===== src/rtl/baud_gen_frac.sv =====
// baud_gen_frac
//   Fractional-N baud tick generator for the UART path. A cycle counter
//   produces an oversample tick every div_int_r or div_int_r+1 cycles. The
//   extra cycle is taken when the fractional accumulator carried on the
//   previous tick, so the average period is div_int_r + div_frac_r/2^FRAC_W.
//   A bit tick is produced on every OVERSAMPLE-th oversample tick.
//
// Ports
//   clk          system clock, rising edge
//   rst_n        synchronous reset, active low
//   enable       1 = count, 0 = hold all state with ticks forced low
//   div_load     strobe: load div_int_in/div_frac_in and restart the phase
//   div_int_in   integer divisor (cycles per os_tick), values below 2 become 2
//   div_frac_in  fractional divisor in units of 2^-FRAC_W cycle
//   sync_clr     restart the phase and keep the divisor
//   os_tick      registered 1-cycle oversample tick
//   bit_tick     registered 1-cycle bit tick, coincident with an os_tick

module baud_gen_frac #(
    parameter int CLOCK_FREQ = 50000000,
    parameter int BAUD_RATE  = 9600,
    parameter int OVERSAMPLE = 16,
    parameter int INT_W      = 16,
    parameter int FRAC_W     = 8
) (
    input  logic              clk,
    input  logic              rst_n,
    input  logic              enable,
    input  logic              div_load,
    input  logic [INT_W-1:0]  div_int_in,
    input  logic [FRAC_W-1:0] div_frac_in,
    input  logic              sync_clr,
    output logic              os_tick,
    output logic              bit_tick
);

    localparam int OS_W = (OVERSAMPLE > 1) ? $clog2(OVERSAMPLE) : 1;

    // Reset divisor, computed in 64-bit arithmetic to avoid overflow.
    localparam longint unsigned DIV_X =
        (64'(CLOCK_FREQ) << FRAC_W) / (64'(BAUD_RATE) * 64'(OVERSAMPLE));
    localparam logic [INT_W-1:0]  DEF_INT  = INT_W'(DIV_X >> FRAC_W);
    localparam logic [FRAC_W-1:0] DEF_FRAC = FRAC_W'(DIV_X);
    localparam logic [OS_W-1:0]   OS_LAST  = OS_W'(OVERSAMPLE - 1);
    localparam logic [INT_W-1:0]  MIN_DIV  = INT_W'(2);

    logic [INT_W-1:0]  cnt;
    logic [FRAC_W-1:0] acc;
    logic              ext;
    logic [OS_W-1:0]   os_cnt;
    logic [INT_W-1:0]  div_int_r;
    logic [FRAC_W-1:0] div_frac_r;

    logic [INT_W:0]    term_val;
    logic              terminal;
    logic [FRAC_W:0]   frac_sum;
    logic              os_last;
    logic [INT_W-1:0]  div_int_sat;

    // Terminal count is div_int_r-1, stretched by one cycle when the previous
    // tick carried out of the accumulator. One extra bit keeps the compare
    // exact at the top of the divisor range.
    always_comb begin
        term_val    = {1'b0, div_int_r} - (INT_W+1)'(1) + (INT_W+1)'(ext);
        terminal    = ({1'b0, cnt} == term_val);
        frac_sum    = {1'b0, acc} + {1'b0, div_frac_r};
        os_last     = (os_cnt == OS_LAST);
        div_int_sat = (div_int_in < MIN_DIV) ? MIN_DIV : div_int_in;
    end

    always_ff @(posedge clk) begin
        if (!rst_n) begin
            cnt        <= '0;
            acc        <= '0;
            ext        <= 1'b0;
            os_cnt     <= '0;
            os_tick    <= 1'b0;
            bit_tick   <= 1'b0;
            div_int_r  <= DEF_INT;
            div_frac_r <= DEF_FRAC;
        end else if (div_load) begin
            div_int_r  <= div_int_sat;
            div_frac_r <= div_frac_in;
            cnt        <= '0;
            acc        <= '0;
            ext        <= 1'b0;
            os_cnt     <= '0;
            os_tick    <= 1'b0;
            bit_tick   <= 1'b0;
        end else if (sync_clr) begin
            cnt        <= '0;
            acc        <= '0;
            ext        <= 1'b0;
            os_cnt     <= '0;
            os_tick    <= 1'b0;
            bit_tick   <= 1'b0;
        end else if (!enable) begin
            os_tick    <= 1'b0;
            bit_tick   <= 1'b0;
        end else if (terminal) begin
            cnt        <= '0;
            os_tick    <= 1'b1;
            // Carry out of the accumulator lengthens the next period only.
            {ext, acc} <= frac_sum;
            bit_tick   <= os_last;
            os_cnt     <= os_last ? '0 : os_cnt + OS_W'(1);
        end else begin
            cnt        <= cnt + INT_W'(1);
            os_tick    <= 1'b0;
            bit_tick   <= 1'b0;
        end
    end

endmodule


===== config.mk =====
export PLATFORM = sky130hd
export DESIGN_NAME = baud_gen_frac
export DESIGN_NICKNAME = d
export VERILOG_FILES = /design/src/rtl/baud_gen_frac.sv
export SDC_FILE = /design/constraint.sdc
export NUM_CORES = 1
export LEC_CHECK = 0
export ABC_CLOCK_PERIOD_IN_PS = 3650
export CAP_MARGIN = 40
export CELL_PAD_IN_SITES_DETAIL_PLACEMENT = 1
export CELL_PAD_IN_SITES_GLOBAL_PLACEMENT = 2
export CORE_MARGIN = 2
export CORE_UTILIZATION = 35
export DETAILED_ROUTE_END_ITERATION = 16
export PLACE_DENSITY = 0.92
export SLEW_MARGIN = 20
export SYNTH_ARGS = -nofsm -noshare
export SYNTH_HDL_FRONTEND = slang
export SYNTH_SLANG_ARGS = --single-unit

===== constraint.sdc =====
create_clock -name clk -period 3.65 [get_ports clk]
set_input_delay 0.73 -clock clk [delete_from_list [all_inputs] [get_ports clk]]
set_output_delay 0.73 -clock clk [all_outputs]
set_load 0.02 [all_outputs]

==> results.md, run 1 <==
- In this run the worst hold path is classified as reg -> reg.
- The critical path goes through or3_4, or4_1, a2111o_1, a221o_1, or4_1, or4b_1, a21oi_1.
- A synthesized cell averages 8.76 µm².
- The clock tree root buffer cell is sky130_fd_sc_hd__clkbuf_8.
- The area growth from synthesis to layout is 18.2%.
- The maximum resistive drop on vdd is 0.193 mV.
- The area of the core region is 8590 µm².
- Clock tree synthesis found a total of 55 sinks.
- The number of placement rows is 34.
- In the post-synthesis netlist, the biggest area contributors are sky130_fd_sc_hd__dfxtp_1, sky130_fd_sc_hd__mux2i_1, sky130_fd_sc_hd__xnor2_1, sky130_fd_sc_hd__ha_1, sky130_fd_sc_hd__xor2_1.
- The dominant cell by count in the synthesized netlist is sky130_fd_sc_hd__dfxtp_1.
- The total negative setup slack is 0 ns.
- After clock tree synthesis, the clock-pin slew on the worst setup and hold paths is 0.10 ns.
- Entering global routing, the biggest net connects 27 pins.
- The cell count of the worst hold path is 2.
- The synthesized net count is 390.
- The initial utilization of the core area, before any placement, comes to 0.355.
- The worst slew margin relative to its limit is 0.695.
- The number of placed instances, taps included, is 476.
- The cell count of the worst reg-to-reg path is 7.
- The number of buffers created by CTS is 5.
- The floorplan step defined a die boundary enclosing 9470 µm².
- The number of different library cells used by synthesis comes to 52.
- Of the post-synthesis cell area, the dominant cell type holds 0.361.
- Static timing analysis puts the maximum clock frequency at 296 MHz.
- The first global-routing pass estimated 13,000 µm of wire.
- The standby leakage power is 1.28 nW.
- The cell that appears most often on the critical path is sky130_fd_sc_hd__or4_1.
- The power per standard cell area is 332 nW/µm².
- The cell family contributing the most delay on the critical path is simple AND/OR/NAND/NOR gates.
- The number of standard cells after synthesis is 348.
- The most used flip-flop cell after synthesis is sky130_fd_sc_hd__dfxtp_1.
- In this run, synthesis produced a sequential element count of 55.
- The async set-reset flop share out of synthesis is 0.
- The vias per cell is 5.31.
- For this design the top-level I/O count stands at 31.
- For this run, the share of the core covered by cells in the final layout is 0.419.
- Setup violations remaining at the end of the flow were counted as 0.
- The total stage count of the critical path is 7.
- The final hold violation count is 0.
- The critical path is of the reg -> reg type.
- The final global-route overflow total is 0.
- STA classifies the critical path endpoint as a register.
- The delay of the slowest cell on the worst path is 0.62 ns.
- The average wire length per cell after detail routing is 16.1 µm.
- Detailed routing inserted a total of 2,568 vias.
- For the final database, setup skew stands at 0.00551 ns.
- The critical path data required time is 3.90 ns.
- At the later pin of the worst-skew pair, clock insertion delay measures 0.31 ns.
- Ranked by instance count, the synthesized netlist is headed by sky130_fd_sc_hd__dfxtp_1, sky130_fd_sc_hd__nor2_1, sky130_fd_sc_hd__mux2i_1, sky130_fd_sc_hd__xnor2_1.
- The post-layout minimum cycle time is 3.38 ns.
- The run finished with clean final reports.
- The number of buffer and inverter instances along the worst setup path is 0.
- The post-placement worst setup slack is 0.116 ns.
- The maximum buffer depth of the clock tree is 2.
- The share of the Yosys chip area taken by registers is 0.361.
- The residual antenna-violating net count after detailed routing is 0.
- Summed over all instances, the cell type with the most area after synthesis is sky130_fd_sc_hd__dfxtp_1.
- The via count of the first global-routing pass is 2,567.
- The CTS H-tree depth is 2.
- The TritonCTS clock tree is yes.
- The number of non-filler instances in the completed layout is 484.
- Of all nets on the critical path, the largest fanout is 7.
- The cell with the biggest individual delay on the critical path is sky130_fd_sc_hd__or4_1.
- Measured along the y axis, the die boundary spans 97.3 µm.
- The max-slew violation count came to 0.
- Counting flops with a built-in enable in the synthesized netlist gives 0.
- At the end of routability-driven placement, the weighted congestion stood at 0.854.
- Max-cap violations in this run came to 0.
- The first detailed-routing pass took 5 iterations.
- In the post-route analysis, the smallest setup slack over all paths is 0.274 ns.
- Dividing the final minimum period by the clock period gives 0.925.
- The initial DRC count is 74.
- The antenna cell count is 0.
- At the pin with the least slew margin, the transition time is 0.452 ns.
- The combined global-route utilization of all metal layers is 0.168.
- For this run, design rule violations remaining after detail routing come to 0.
- The count of input and output buffers is 30.
- At the worst endpoint, the arrival time is 3.63 ns.
- The worst hold slack is 0.488 ns.
- Summed over all layers, the routed wires come to 7790 µm.
- The register-to-register setup slack is 0.27 ns.
- Setup repair after global routing left no endpoint under its margin.
- Of the cells placed in the final design, the portion with a size suffix greater than 1 is 0.0691.
- The count of synthesis-stage warnings from yosys is 0.
- The initial antenna violation count came to 0.
- The total number of nets in the final design is 417.
- After legalization and detailed placement, the total HPWL measured 5920 µm.
- The worst setup path is launched from a register.
- After clock tree synthesis, the flow added hold-fix buffers numbering 0.
- The area of the mapped netlist is 3050 µm².
- The die is 97.3 µm wide.
[cell type report]
class	instances	area, µm²
multi-input combinational	262	1840
clock inverter	3	43.8
tap	108	135
inverter	11	41.3
timing repair buffer	40	375
clock buffer	5	68.8
fill	1022	4990
sequential	55	1100
[sequential cells by signal (all words and copies together) (netlist names)]
| name | flops |
|---|---|
| div_frac_r | 8 |
| acc | 8 |
| os_cnt | 4 |
| ext | 1 |
| bit_tick | 1 |
| cnt | 16 |
| os_tick | 1 |
| div_int_r | 16 |
[stage by stage]
stage,area [µm²],total power [W]
2_1_floorplan,3050,0.000733
3_3_place_gp,3470,0.000790
3_5_place_dp,3470,0.000796
4_1_cts,3590,0.00121
5_1_grt,3600,0.00125
6_report,3600,0.00120
[kinds of logic after synthesis]
logic type,after synthesis,synth area share
multiplexers,23,0.0755
adder cells (fa/ha/maj),13,0.0558
AO/OA/AOI/OAI,54,0.116
AND/OR/NAND/NOR,134,0.241
buffers and inverters,31,0.0414
flip-flops,55,0.361
XOR/XNOR,38,0.109
[final timing paths]
| path | startpoint | to |
|---|---|---|
| hold reg to reg | div_frac_r[2]$_SDFFE_PN1P_ | div_frac_r[2]$_SDFFE_PN1P_ |
| setup / recovery | div_int_r[8]$_SDFFE_PN1P_ | acc[6]$_SDFFE_PP0P_ |
| hold / removal | div_frac_r[2]$_SDFFE_PN1P_ | div_frac_r[2]$_SDFFE_PN1P_ |
| setup reg to reg | div_int_r[8]$_SDFFE_PN1P_ | acc[6]$_SDFFE_PP0P_ |
[metal layers]
metal  vias up  wire length, µm  track usage
met1      1254             3870        0.234
met2        26             3680        0.274
met3         8              138       0.0245
met5         -                0            0
met4         0              103       0.0449
li1       1280                -            -
[worst reg2reg max path, delay by kind of cell, from the launching register on]
family | cells | cell delay [ns]
and+or+nand+nor | 4 | 2.02
AOI/OAI and AO/OA | 3 | 0.89
DFF | 1 | 0.41
[report_power, final]
| group | internal (W) | switching, W |
|---|---|---|
| combinational | 0.0000801 | 0.0000682 |
| clock | 0.000205 | 0.000208 |
| sequential | 0.000616 | 0.0000205 |
| total | 0.000901 | 0.000296 |
[layout by cell type (no fill, tap or decap), types with 3 or more instances in the layout]
master / n
sky130_fd_sc_hd__nand4b_1: 5
sky130_fd_sc_hd__dfxtp_1: 55
sky130_fd_sc_hd__nor4_1: 7
sky130_fd_sc_hd__and2_1: 3
sky130_fd_sc_hd__o21ai_0: 13
sky130_fd_sc_hd__nand2_1: 20
sky130_fd_sc_hd__clkdlybuf4s50_1: 30
sky130_fd_sc_hd__o31ai_1: 4
sky130_fd_sc_hd__clkbuf_8: 5
sky130_fd_sc_hd__nor2_1: 28
sky130_fd_sc_hd__mux2i_1: 23
sky130_fd_sc_hd__xnor2_1: 23
sky130_fd_sc_hd__or3_1: 4
sky130_fd_sc_hd__nor2b_1: 20
sky130_fd_sc_hd__nor3_1: 6
sky130_fd_sc_hd__nand4_1: 8
sky130_fd_sc_hd__nand3_1: 15
sky130_fd_sc_hd__xor2_1: 15
sky130_fd_sc_hd__inv_1: 11
sky130_fd_sc_hd__a21oi_1: 15
sky130_fd_sc_hd__buf_4: 10
sky130_fd_sc_hd__ha_1: 12
[repair_timing]
action,CTS,global route
endpoints found under the hold margin,0,0
endpoints found under the setup margin,0,29
resized for setup,0,3
buffers inserted,0,0
(Power assumes the default switching activity.)
==> run 2: changes to the inputs <==
Settings changed: CORE_ASPECT_RATIO set to 1.4.
==> run 2 against run 1 <==
  * Cell count is 1.2% lower
  * Global-route usage decreased by 0.16 points
  * Sequential share of layout area decreased by 0.053 points
  * Wire length shrank 3.0%
  * Sequential power barely moved
  * Clock skew barely moved
  * Maximum frequency shrank 1.2%
  * Register-to-register slack got worse by 0.04 ns
  * Clock power up 16%
  * Largest power group unchanged
  * Highest routed layer unchanged
==> results.md, run 2 (synthesis gave the netlist of run 1 again) <==
- The number of buffers created by CTS is 5.
- The filler cell count is 1,022.
- The clock tree synthesis step divided the H-tree into 2 levels.
- On the critical path the largest part of the delay comes from simple AND/OR/NAND/NOR gates.
- Of all nets on the critical path, the largest fanout is 13.
- The period utilization is 0.936.
- The data arrival time of the critical path is 3.63 ns.
- After clock tree synthesis, the clock-pin slew on the worst setup and hold paths is 0.07 ns.
- The fraction of final layout cells sized beyond drive strength 1 is 0.0643.
- The critical path data required time is 3.87 ns.
- The global-route wire length before repair is 13,000 µm.
- In this run, post-CTS hold repair placed 0 buffers.
- The die area is 9490 µm².
- The number of placement rows is 40.
- The cell type with the highest occurrence count on the critical path is sky130_fd_sc_hd__or4_1.
- The maximum buffer depth of the clock tree is 2.
- The delay of the slowest cell on the worst path is 0.62 ns.
- Summing internal, switching and leakage power gives 0.00126 W.
- The count of input and output buffers is 30.
- The cell area after layout is 3610 µm².
- The via count of the first global-routing pass is 2,772.
- The TritonCTS clock tree is yes.
- In the layout the commonest cells are sky130_fd_sc_hd__dfxtp_1, sky130_fd_sc_hd__clkdlybuf4s50_1, sky130_fd_sc_hd__nor2_1, sky130_fd_sc_hd__mux2i_1, sky130_fd_sc_hd__xnor2_1.
- The initial DRC count is 112.
- For this run, the detailed router's first-pass iteration total came to 4.
- The post-placement worst setup slack is 0.0390 ns.
- The endpoint class of the critical path is a register.
- The startpoint kind of the worst setup timing path is a register.
- The initial cell density of the core is 0.358.
- The post-route clock skew is 0.00535 ns.
- Setup repair after global routing left no endpoint under its margin.
- The total area inside the core boundary comes to 8510 µm².
- The net count of the finished layout is 414.
- The wire-length estimate of the detail-placed layout is 5810 µm.
- Across the VDD grid, the largest voltage drop is 0.175 mV.
- The maximum number of pins on one net before global-route repair is 27.
- The routed layout has 2,568 vias.
- The congestion estimate from routability-driven global placement came to 0.810.
- Hold is met by 0.487 ns.
- The average wire length per cell after detail routing is 15.8 µm.
- Leaving out fill and tap cells, the most frequent cell in the layout is sky130_fd_sc_hd__dfxtp_1.
- The initial antenna violation count is 0.
- The final setup violation count is 0.
- Derived from the worst setup path, the maximum achievable clock frequency is 293 MHz.
- The max-slew violation count is 0.
- The combined global-route utilization of all metal layers is 0.167.
- The final worst slack is 0.233 ns.
- The detail route stage leaves a number of antenna-violating nets equal to 0.
- In this run the cell area measured after placement is 3450 µm².
- The type of the worst setup path is reg -> reg.
- The total wirelength of the detailed-routed design is 7550 µm.
- 0 antenna diodes ended up in the layout.
- Measured along the x axis, the die boundary spans 82.9 µm.
- Pin placement for this block handled 31 I/O pins.
- For this design the ratio of total power to cell area is 348 nW/µm².
- Counting both buffers and inverters, the worst setup path holds a total of 1.
- The clock tree root buffer cell is sky130_fd_sc_hd__clkbuf_16.
- The signal on the critical path passes through or3_4, or4_1, a2111o_1, a221o_1, or4_1, buf_4, or3_1, a21oi_1.
- The vias per cell is 5.37.
- For this run the aggregate overflow at the end of global routing stands at 0.
- The cell with the biggest individual delay on the critical path is sky130_fd_sc_hd__or4_1.
- The post-layout minimum cycle time is 3.42 ns.
- The total negative setup slack is 0 ns.
- The worst slew margin relative to its limit is 0.626.
- Post-CTS timing repair inserted 0 buffers for setup.
- The number of DRC violations after detailed routing is 0.
- The tool flagged a number of max-cap violations equal to 0.
- In the final layout, the registers with the most flip-flops are cnt x16, div_int_r x16.
- The y dimension of the die is 114 µm.
- The latest clock arrival within the worst-skew pair is 0.29 ns.
- The standby leakage power is 1.27 nW.
- The final hold violation count is 0.
- For the pin with the worst max-slew slack, the measured transition is 0.555 ns.
- The run finished with clean final reports.
- Relative to the synthesized area, the layout overhead comes to 18.4%.
- For this design, the sink count on the clock tree is 55.
- In this run the worst hold path is classified as reg -> reg.
[run 2: cell types whose count changed in the layout (fill, tap and decap cells not counted)]
cell	previous run	this run
sky130_fd_sc_hd__buf_4	10	7
sky130_fd_sc_hd__bufinv_16	1	0
sky130_fd_sc_hd__clkbuf_16	0	5
sky130_fd_sc_hd__clkbuf_8	5	0
sky130_fd_sc_hd__clkinv_4	1	0
sky130_fd_sc_hd__clkinvlp_4	0	2
sky130_fd_sc_hd__nor3b_2	0	1
sky130_fd_sc_hd__nor3b_4	1	0
sky130_fd_sc_hd__nor4_1	7	6
sky130_fd_sc_hd__nor4_2	0	1
[run 2: routing by layer]
metal / routed length, µm / vias up / track usage
met1: 3000 / 1253 / 0.181
li1: - / 1281 / -
met3: 119 / 11 / 0.0209
met4: 150 / 0 / 0.0546
met5: 0 / - / 0
met2: 4280 / 23 / 0.330
[run 2: worst paths after layout]
kind / start / endpoint / slack (ns) / depth (start not counted)
setup / recovery: div_int_r[8]$_SDFFE_PN1P_ / os_cnt[3]$_SDFFE_PP0P_ / 0.23 / 8
hold / removal: acc[0]$_SDFFE_PP0P_ / acc[0]$_SDFFE_PP0P_ / 0.49 / 2
setup reg to reg: div_int_r[8]$_SDFFE_PN1P_ / os_cnt[3]$_SDFFE_PP0P_ / 0.23 / 8
hold reg to reg: acc[0]$_SDFFE_PP0P_ / acc[0]$_SDFFE_PP0P_ / 0.49 / 2
[run 2: where the power goes]
| group | internal [W] | switching (W) | total, W | leakage, nW |
|---|---|---|---|---|
| Sequential | 0.000616 | 0.0000232 | 0.000639 | 0.448 |
| Combinational | 0.0000778 | 0.0000642 | 0.000142 | 0.758 |
| Clock | 0.000253 | 0.000222 | 0.000476 | 0.0658 |
[run 2: through the flow]
| step | instances | util |
|---|---|---|
| after global placement | 470 | 0.406 |
| final | 478 | 0.424 |
| after floorplan | 348 | - |
| after CTS | 478 | 0.424 |
| after global routing | 478 | 0.424 |
| after detailed placement | 470 | 0.406 |
[run 2: cell type report]
type / count / area (µm²) / area share
sequential: 55 / 1100 / 0.305
inverter: 11 / 41.3 / 0.0114
multi-input combinational: 262 / 1840 / 0.509
clock inverter: 3 / 20.0 / 0.00554
tap: 105 / 131 / 0.0364
clock buffer: 5 / 125 / 0.0347
timing repair buffer: 37 / 353 / 0.0977
[run 2: worst reg2reg max path, stage by stage, from the launching register on]
cell	delay (ns)
sky130_fd_sc_hd__dfxtp_1	0.38
sky130_fd_sc_hd__or3_4	0.43
sky130_fd_sc_hd__or4_1	0.40
sky130_fd_sc_hd__a2111o_1	0.42
sky130_fd_sc_hd__a221o_1	0.36
sky130_fd_sc_hd__or4_1	0.62
sky130_fd_sc_hd__buf_4	0.22
sky130_fd_sc_hd__or3_1	0.36
sky130_fd_sc_hd__a21oi_1	0.15
[run 2: repair_timing]
item,in CTS,in global routing
pin swaps,0,0
gates cloned,0,0
resized for setup,1,1
endpoints found under the setup margin,1,2
==> patch (config.mk and constraints of run 2) <==
Add an input register stage for `enable`, `div_load`, `div_int_in`, `div_frac_in` and `sync_clr`, with the module's reset; this delays them by one clock. Comments in the files are not updated.
--- a/src/rtl/baud_gen_frac.sv
+++ b/src/rtl/baud_gen_frac.sv
@@ -45,4 +45,26 @@
     localparam logic [INT_W-1:0]  MIN_DIV  = INT_W'(2);
 
+    logic enable_q;
+    logic div_load_q;
+    logic [INT_W-1:0] div_int_q;
+    logic [FRAC_W-1:0] div_frac_q;
+    logic sync_clr_q;
+
+    always_ff @(posedge clk) begin
+        if (!rst_n) begin
+            enable_q   <= '0;
+            div_load_q <= '0;
+            div_int_q  <= '0;
+            div_frac_q <= '0;
+            sync_clr_q <= '0;
+        end else begin
+            enable_q   <= enable;
+            div_load_q <= div_load;
+            div_int_q  <= div_int_in;
+            div_frac_q <= div_frac_in;
+            sync_clr_q <= sync_clr;
+        end
+    end
+
     logic [INT_W-1:0]  cnt;
     logic [FRAC_W-1:0] acc;
@@ -66,5 +88,5 @@
         frac_sum    = {1'b0, acc} + {1'b0, div_frac_r};
         os_last     = (os_cnt == OS_LAST);
-        div_int_sat = (div_int_in < MIN_DIV) ? MIN_DIV : div_int_in;
+        div_int_sat = (div_int_q < MIN_DIV) ? MIN_DIV : div_int_q;
     end
 
@@ -79,7 +101,7 @@
             div_int_r  <= DEF_INT;
             div_frac_r <= DEF_FRAC;
-        end else if (div_load) begin
+        end else if (div_load_q) begin
             div_int_r  <= div_int_sat;
-            div_frac_r <= div_frac_in;
+            div_frac_r <= div_frac_q;
             cnt        <= '0;
             acc        <= '0;
@@ -88,5 +110,5 @@
             os_tick    <= 1'b0;
             bit_tick   <= 1'b0;
-        end else if (sync_clr) begin
+        end else if (sync_clr_q) begin
             cnt        <= '0;
             acc        <= '0;
@@ -95,5 +117,5 @@
             os_tick    <= 1'b0;
             bit_tick   <= 1'b0;
-        end else if (!enable) begin
+        end else if (!enable_q) begin
             os_tick    <= 1'b0;
             bit_tick   <= 1'b0;
Function: changed (a bounded check fails within 4 cycles, from zero or initial values and one cycle with rst_n low).
==> patch against run 2 <==
Routed wire length up 19%; area after synthesis up 28%; worst setup slack better by 0.22 ns; sequential power up 49%; via count up 17%; design area up 28%; sequential cell count up 27; final cell count up 22%; power up 65%; clock skew up 0.0018 ns; first-iteration DRC count up 14%; critical path type unchanged; highest routed layer unchanged.
==> patch: results (changes against run 2) <==
- The run finished with clean final reports.
- The net total in the final layout is 481 (+16%).
- The post-synthesis sequential area ratio is 42.1% (+6.0 points).
- The post-route clock skew is 0.00714 ns (+0.00178 ns).
- The total global routing track utilization is 16.3% (-0.38 points).
- The internal power consumption is 1.61 mW (+69%).
- The largest registers in the layout are cnt x16, div_int_q x16, div_int_r x16.
- The final-layout fill cell count is 1,227 (+20%).
- The clock insertion delay at the later pin of the skew report is 0.34 ns (+0.05 ns).
- The number of buffers inserted during clock tree synthesis was 9 (+4).
- The commonest cells after synthesis are dfxtp_1 (82), and2_1 (28), mux2i_1 (25).
- The share of post-route cells with drive strength above 1 is 6.76% (+0.32 points).
- The setup slack of the worst register-to-register path was 0.46 ns (+0.22 ns).
- The detailed placement HPWL came to 6.59 mm (+13%).
- The path with the worst hold slack has its endpoint at div_frac_r[7].
- The synthesized netlist net count is 459 (+18%).
- The post-cts resize count is 0 (-1).
- The routed wirelength normalized by instance count was 15.4 um (-2.4%).
- The depth of the most critical reg-to-reg path was 11 (+3).
- The H-tree depth is 3 (+1).
- The normalized max-slew margin is 57.9% (-4.7 points).
- The largest net degree at the start of global routing is 53 (+96%).
- Sorting the synthesized cells by area gives the leading types as dfxtp_1 (42%), mux2i_1 (6.4%), xnor2_1 (5.2%).
- For this design, the slowest cell found on the critical path is or4_4.
- The startpoint identified for the worst hold timing path is div_frac_q[7].
==> patch: power groups by stage <==
stage               Clock [mW]  Sequential, mW  Combinational (mW)
floorplan                    0           0.955               0.107
finish                   0.970           0.949               0.151
detailed placement           0           0.969               0.152
CTS                      0.991           0.949               0.153
global route              1.03           0.952               0.169
global placement             0           0.966               0.145
==> patch: per-stage QoR <==
step	util, %	area [um2]	hold slack (ns)	setup slack (ns)	instances
2_1_floorplan	-	3890	0.422	0.866	417
6_report	42.4	4610	0.462	0.456	585
5_1_grt	42.4	4610	0.493	0.191	585
3_3_place_gp	39.5	4290	0.427	0.693	569
3_5_place_dp	39.5	4290	0.450	0.565	569
4_1_cts	42.4	4610	0.467	0.414	585
==> patch: metal layers <==
layer | wire, um | part of all wire, % | vias up | track usage (%)
met1 | 3960 | 44 | 1446 | 19.1
met2 | 4690 | 52 | 37 | 29.0
met4 | 190 | 2.1 | 0 | 7.53
met3 | 183 | 2.0 | 13 | 2.46
li1 | - | - | 1503 | -
met5 | 0 | 0 | - | 0
==> patch: final cells by class <==
cell class	instances	area share [%]
flip-flops and latches	82	35.6
inverters	11	0.896
clock buffers	10	4.97
well taps	141	3.83
clock inverters	6	1.95
multi-input cells	299	45.3
repair buffers	36	7.49
==> patch: kinds of logic after synthesis <==
logic type               Yosys count  synth area share, %
AO/OA/AOI/OAI                     58                 10.0
flip-flops                        82                 42.1
XOR/XNOR                          38                 8.54
multiplexers                      25                 6.42
buffers and inverters             36                 4.27
adder cells (fa/ha/maj)           13                 4.37
AND/OR/NAND/NOR                  165                 24.2
